## src/rtl/uart_tx_arbiter.sv

```systemverilog
// uart_tx_arbiter
//   Shares one serial TX line between two byte requesters (0 = CPU UART,
//   1 = debug/trace). It grants round-robin per byte, captures the granted
//   byte and shifts it out as 8N1, or as 8E1 when UART_TX_ARB_PARITY_EN is
//   defined, at CLKDIV clocks per bit.
//
//   Macro: UART_TX_ARB_PARITY_EN adds an even-parity bit after bit 7.
//
//   Ports
//     clk, resetn            clock, async active-low reset
//     tx_en                  gates new accepts only (frame in flight completes)
//     reqN_valid/data/ready  byte request; ready is a 1-cycle accept pulse
//     ser_tx                 serial line, idle high, straight from a flop
//     busy                   accept cycle through last stop-bit cycle
//     last_grant             index of the most recently accepted requester
module uart_tx_arbiter #(
  parameter int unsigned CLKDIV = 106
) (
  input  logic       clk,
  input  logic       resetn,
  input  logic       tx_en,
  input  logic       req0_valid,
  input  logic [7:0] req0_data,
  output logic       req0_ready,
  input  logic       req1_valid,
  input  logic [7:0] req1_data,
  output logic       req1_ready,
  output logic       ser_tx,
  output logic       busy,
  output logic       last_grant
);

  typedef enum logic [2:0] {
    IDLE,
    START,
    DATA,
`ifdef UART_TX_ARB_PARITY_EN
    PARITY,
`endif
    STOP
  } state_t;

  state_t      state;
  logic [7:0]  shreg;
  logic [2:0]  bit_cnt;
  logic [15:0] div_cnt;
  logic        prio;
`ifdef UART_TX_ARB_PARITY_EN
  logic        par;
`endif

  logic can_acc, gnt1, gnt0, accept, div_last;

  // Ready is a combinational function of the IDLE state so the accept
  // happens in the same cycle the requester presents valid. It is also
  // gated by resetn so a held valid cannot see ready while reset is asserted.
  always_comb begin
    can_acc    = resetn & (state == IDLE) & tx_en;
    gnt1       = req1_valid & (~req0_valid | prio);
    gnt0       = req0_valid & ~gnt1;
    req0_ready = can_acc & gnt0;
    req1_ready = can_acc & gnt1;
    accept     = req0_ready | req1_ready;
    busy       = (state != IDLE) | accept;
    div_last   = (div_cnt == 16'(CLKDIV - 1));
  end

  always_ff @(posedge clk or negedge resetn) begin
    if (!resetn) begin
      state      <= IDLE;
      ser_tx     <= 1'b1;
      shreg      <= '0;
      bit_cnt    <= '0;
      div_cnt    <= '0;
      prio       <= 1'b0;
      last_grant <= 1'b0;
`ifdef UART_TX_ARB_PARITY_EN
      par        <= 1'b0;
`endif
    end else begin
      case (state)
        IDLE: begin
          ser_tx  <= 1'b1;
          div_cnt <= '0;
          if (accept) begin
            shreg      <= gnt1 ? req1_data : req0_data;
            last_grant <= gnt1;
            prio       <= ~gnt1;
`ifdef UART_TX_ARB_PARITY_EN
            par        <= gnt1 ? ^req1_data : ^req0_data;
`endif
            ser_tx     <= 1'b0;
            state      <= START;
          end
        end
        START: begin
          if (div_last) begin
            div_cnt <= '0;
            bit_cnt <= '0;
            ser_tx  <= shreg[0];
            state   <= DATA;
          end else begin
            div_cnt <= div_cnt + 16'd1;
          end
        end
        DATA: begin
          if (div_last) begin
            div_cnt <= '0;
            if (bit_cnt == 3'd7) begin
`ifdef UART_TX_ARB_PARITY_EN
              ser_tx <= par;
              state  <= PARITY;
`else
              ser_tx <= 1'b1;
              state  <= STOP;
`endif
            end else begin
              // line always shows shreg[0]; shift so the next bit is at [0]
              bit_cnt <= bit_cnt + 3'd1;
              shreg   <= shreg >> 1;
              ser_tx  <= shreg[1];
            end
          end else begin
            div_cnt <= div_cnt + 16'd1;
          end
        end
`ifdef UART_TX_ARB_PARITY_EN
        PARITY: begin
          if (div_last) begin
            div_cnt <= '0;
            ser_tx  <= 1'b1;
            state   <= STOP;
          end else begin
            div_cnt <= div_cnt + 16'd1;
          end
        end
`endif
        STOP: begin
          if (div_last) begin
            div_cnt <= '0;
            state   <= IDLE;
          end else begin
            div_cnt <= div_cnt + 16'd1;
          end
        end
        default: begin
          state  <= IDLE;
          ser_tx <= 1'b1;
        end
      endcase
    end
  end

endmodule

```

## config.mk

```make
export PLATFORM = sky130hd
export DESIGN_NAME = uart_tx_arbiter
export DESIGN_NICKNAME = d
export VERILOG_FILES = /design/src/rtl/uart_tx_arbiter.sv
export SDC_FILE = /design/constraint.sdc
export NUM_CORES = 1
export LEC_CHECK = 0
export CAP_MARGIN = 10
export CORE_MARGIN = 2
export CORE_UTILIZATION = 28
export CTS_CLUSTER_SIZE = 20
export DETAILED_ROUTE_END_ITERATION = 6
export DONT_BUFFER_PORTS = 1
export PLACE_DENSITY_LB_ADDON = 0.1
export SYNTH_ARGS = -nofsm -noshare
export SYNTH_HDL_FRONTEND = slang
export SYNTH_SLANG_ARGS = --single-unit
```

## constraint.sdc

```tcl
create_clock -name clk -period 2.1 [get_ports clk]
set_input_delay 0.21 -clock clk [delete_from_list [all_inputs] [get_ports clk]]
set_output_delay 0.21 -clock clk [all_outputs]
set_load 0.1 [all_outputs]
```

==> out/results.ini <==
[grt]
grt_overflow_total = 0
grt_max_degree = 33
antenna_found_initial = 0
grt_pass1_wl_mm = 9.135
grt_pass1_vias = 1791
grt_use_total = 0.1369

[worst_setup_path]
worstPathCellList = inv_1 > ha_4 > and3_1 > nand2_1 > a21oi_2 > buf_12
slowest_delay_ps = 450
cp-end-kind = output pin
crit_arrival_ps = 1760
startpoint_type = flip-flop
crit_family = flip-flops
cpMaxStageDelayCell = dfrtp_1
critPathBufInv = 2
crit_fanout = 6
worstPathRequired_ps = 1890
worstSetupPathType = flip-flop to output pin

[timing]
slew_headroom = 0.6473
worstMarginPinSlew_ps = 527.5
slew_viol_final = 0
min_period_over_period = 0.9378
fin_worst_skew_ps = 12.35
finalSetupViolCount = 0
rsz0062_at_grt = no
hold_viol = 0
fin_setup_tns_ps = 0
fmax_mhz = 507.8
period_needed_ps = 1969

[clocking]
cts_num_sinks = 32
root_buffer = clkbuf_8
htree_num_levels = 2
numCtsBuffers = 5
post_cts_buffers = 0
clk_latency_ps = 290
clk_pin_slew_ps = 70
cts_tree = yes
clockBufferDepth = 2

[power]
peakVddDrop_mv = 0.2497
p_total_mw = 1.322
pwr_density_cell_nw_per_um2 = 502.7
p_leak_nw = 1.120

[floorplanning]
rows = 32
dieHeight_um = 92
die_width_um = 92
die_area_um2 = 8464
initial_core_util = 0.2850
ios = 26
core_um2 = 7607

[synthesis]
syn_area_per_cell_um2 = 9.723
ys_ff_latch = 32
syn_inst = 223
netlist_area_um2 = 2168
yosysSeqAreaShare = 0.3699
ys_async_sr_fraction = 1.000
synth_edf_count = 0
ys_warn_count = 0
synthFlopType = dfrtp_1
synth_nets = 254
synth_cell_types = 51

[drt]
top_layer = met4
wl_met1_mm = 2.817
dr_wl_met3_um = 157
vias = 1811
drt-vias-per-instance = 5.204
wl_per_cell_um = 15.75
drt_iter0_markers = 95
drc = 0
final_antenna_net_count = 0
dr.pass1.iters = 4
wl_met2_mm = 2.451
routed_wl_mm = 5.482

[cells_and_area]
fillers = 794
area_growth_pct = 21.23
antenna-diode-count = 0
stdcell_area_um2 = 2629
final_nets = 276
drive_gt1_frac = 0.2439

[status]
status = finished, final reports clean

[placed_design]
io_buffers = 0
place.gp.congestion = 0.7928
hpwl_mm = 3.779
placed_area_um2 = 2460

[hold_path]
min_path_type = primary input to flip-flop

[run]
max_cap_viol_count = 0

## path summary, 6_finish.rpt
kind,endpoint,depth (start not counted),slack [ps],from
min,prio,1,20,req1_valid
max,req0_ready,6,130,state[1]
max reg2reg,shreg[3],6,150,div_cnt[1]
max in group asynchronous,ser_tx,2,1490,resetn
min reg2reg,prio,1,470,prio
min in group asynchronous,shreg[0],2,350,resetn
## logic make-up after synthesis
kind of cell / synth area share
flops: 0.3699
mux: 0.07213
compound gates: 0.2204
fa+ha+maj: 0.05770
simple gates: 0.2354
buf+inv: 0.03635
xor+xnor: 0.008080
## state kept, by name (all words and copies together) (netlist names)
register and flops:
bit_cnt 3, div_cnt 16, last_grant 1, prio 1
ser_tx 1, shreg 8, state 2
## Yosys cell counts (2+ instances only)
master | count | area share
a21oi_1 | 19 | 0.044
a221o_1 | 7 | 0.032
a22o_1 | 3 | 0.012
a31oi_1 | 13 | 0.038
a41oi_1 | 3 | 0.012
and2_1 | 6 | 0.017
and3_1 | 4 | 0.012
buf_4 | 2 | 0.0069
clkbuf_1 | 6 | 0.010
dfrtp_1 | 31 | 0.36
ha_1 | 10 | 0.058
inv_1 | 7 | 0.012
mux2_2 | 12 | 0.062
nand2_1 | 18 | 0.031
nand2b_1 | 12 | 0.035
nand3_1 | 5 | 0.012
nand3b_1 | 6 | 0.021
nand4_1 | 2 | 0.0058
nor2_1 | 5 | 0.0087
nor2b_1 | 4 | 0.012
nor3_1 | 3 | 0.0069
nor4_1 | 2 | 0.0058
o21ai_0 | 4 | 0.0092
o21ai_1 | 6 | 0.014
o22ai_1 | 4 | 0.012
or2_2 | 3 | 0.0087
xnor2_1 | 2 | 0.0081
## cell type report
type / count / area [um2] / area share
Clock buffer: 7 / 96.34 / 0.03665
Sequential cell: 32 / 802.0 / 0.3051
Inverter: 7 / 26.28 / 0.009995
Tap cell: 102 / 127.6 / 0.04855
Multi-Input combinational cell: 174 / 1306 / 0.4969
Timing Repair Buffer: 25 / 240.2 / 0.09138
Clock inverter: 1 / 30.03 / 0.01142
## cells in the final DEF (no fill, tap or decap), types with 2 or more instances in the layout
master / count
inv_1: 7
nor2b_1: 4
nand2_1: 17
nor3_1: 3
xnor2_1: 2
buf_12: 4
clkbuf_8: 7
nand3b_1: 6
nand3_1: 5
and2_1: 6
o21ai_0: 4
a221o_1: 7
o21ai_1: 6
or2_2: 3
buf_4: 20
nand2b_1: 12
mux2_2: 12
a41oi_1: 3
nand4_1: 2
nor2_1: 5
nor4_1: 2
and3_1: 4
dfrtp_1: 31
ha_1: 9
o22ai_1: 4
a31oi_1: 13
a22o_1: 3
a21oi_1: 18
## metal layers
| metal | up-vias | track usage |
|---|---|---|
| li1 | 890 | - |
| met5 | - | 0 |
| met3 | 4 | 0.02712 |
| met2 | 34 | 0.2071 |
| met1 | 883 | 0.1956 |
| met4 | 0 | 0.04478 |
## timing repair
item / in CTS / in global routing
resized for setup: 1 / 1
hold endpoints to repair: 32 / 0
setup endpoints to repair: 1 / 1
hold buffers: 2 / 0
## per-stage QoR
step	hold slack, ps	instances	utilization	worst slack (ps)
2_1_floorplan	-85.59	223	-	8.349
3_3_place_gp	-84.02	338	0.3234	171.6
3_5_place_dp	-83.91	338	0.3234	156.8
4_1_cts	11.70	348	0.3442	57.78
5_1_grt	20.42	348	0.3456	33.30
6_report	21.43	348	0.3456	130.6
## worst register-to-register path, delay by kind of cell, from the launching register on
family	cells	cell delay [ps]
AOI/OAI and AO/OA	1	270
adders and majority gates	1	130
buffers and inverters	1	90
DFF	1	410
muxes	1	360
and+or+nand+nor	2	570
## report_power, final
part | total (mW) | switching (mW) | internal [mW]
combinational | 0.0437 | 0.0258 | 0.0179
clock | 0.662 | 0.243 | 0.419
sequential | 0.616 | 0 | 0.616
No activity file was read; power rests on OpenSTA's default activity.
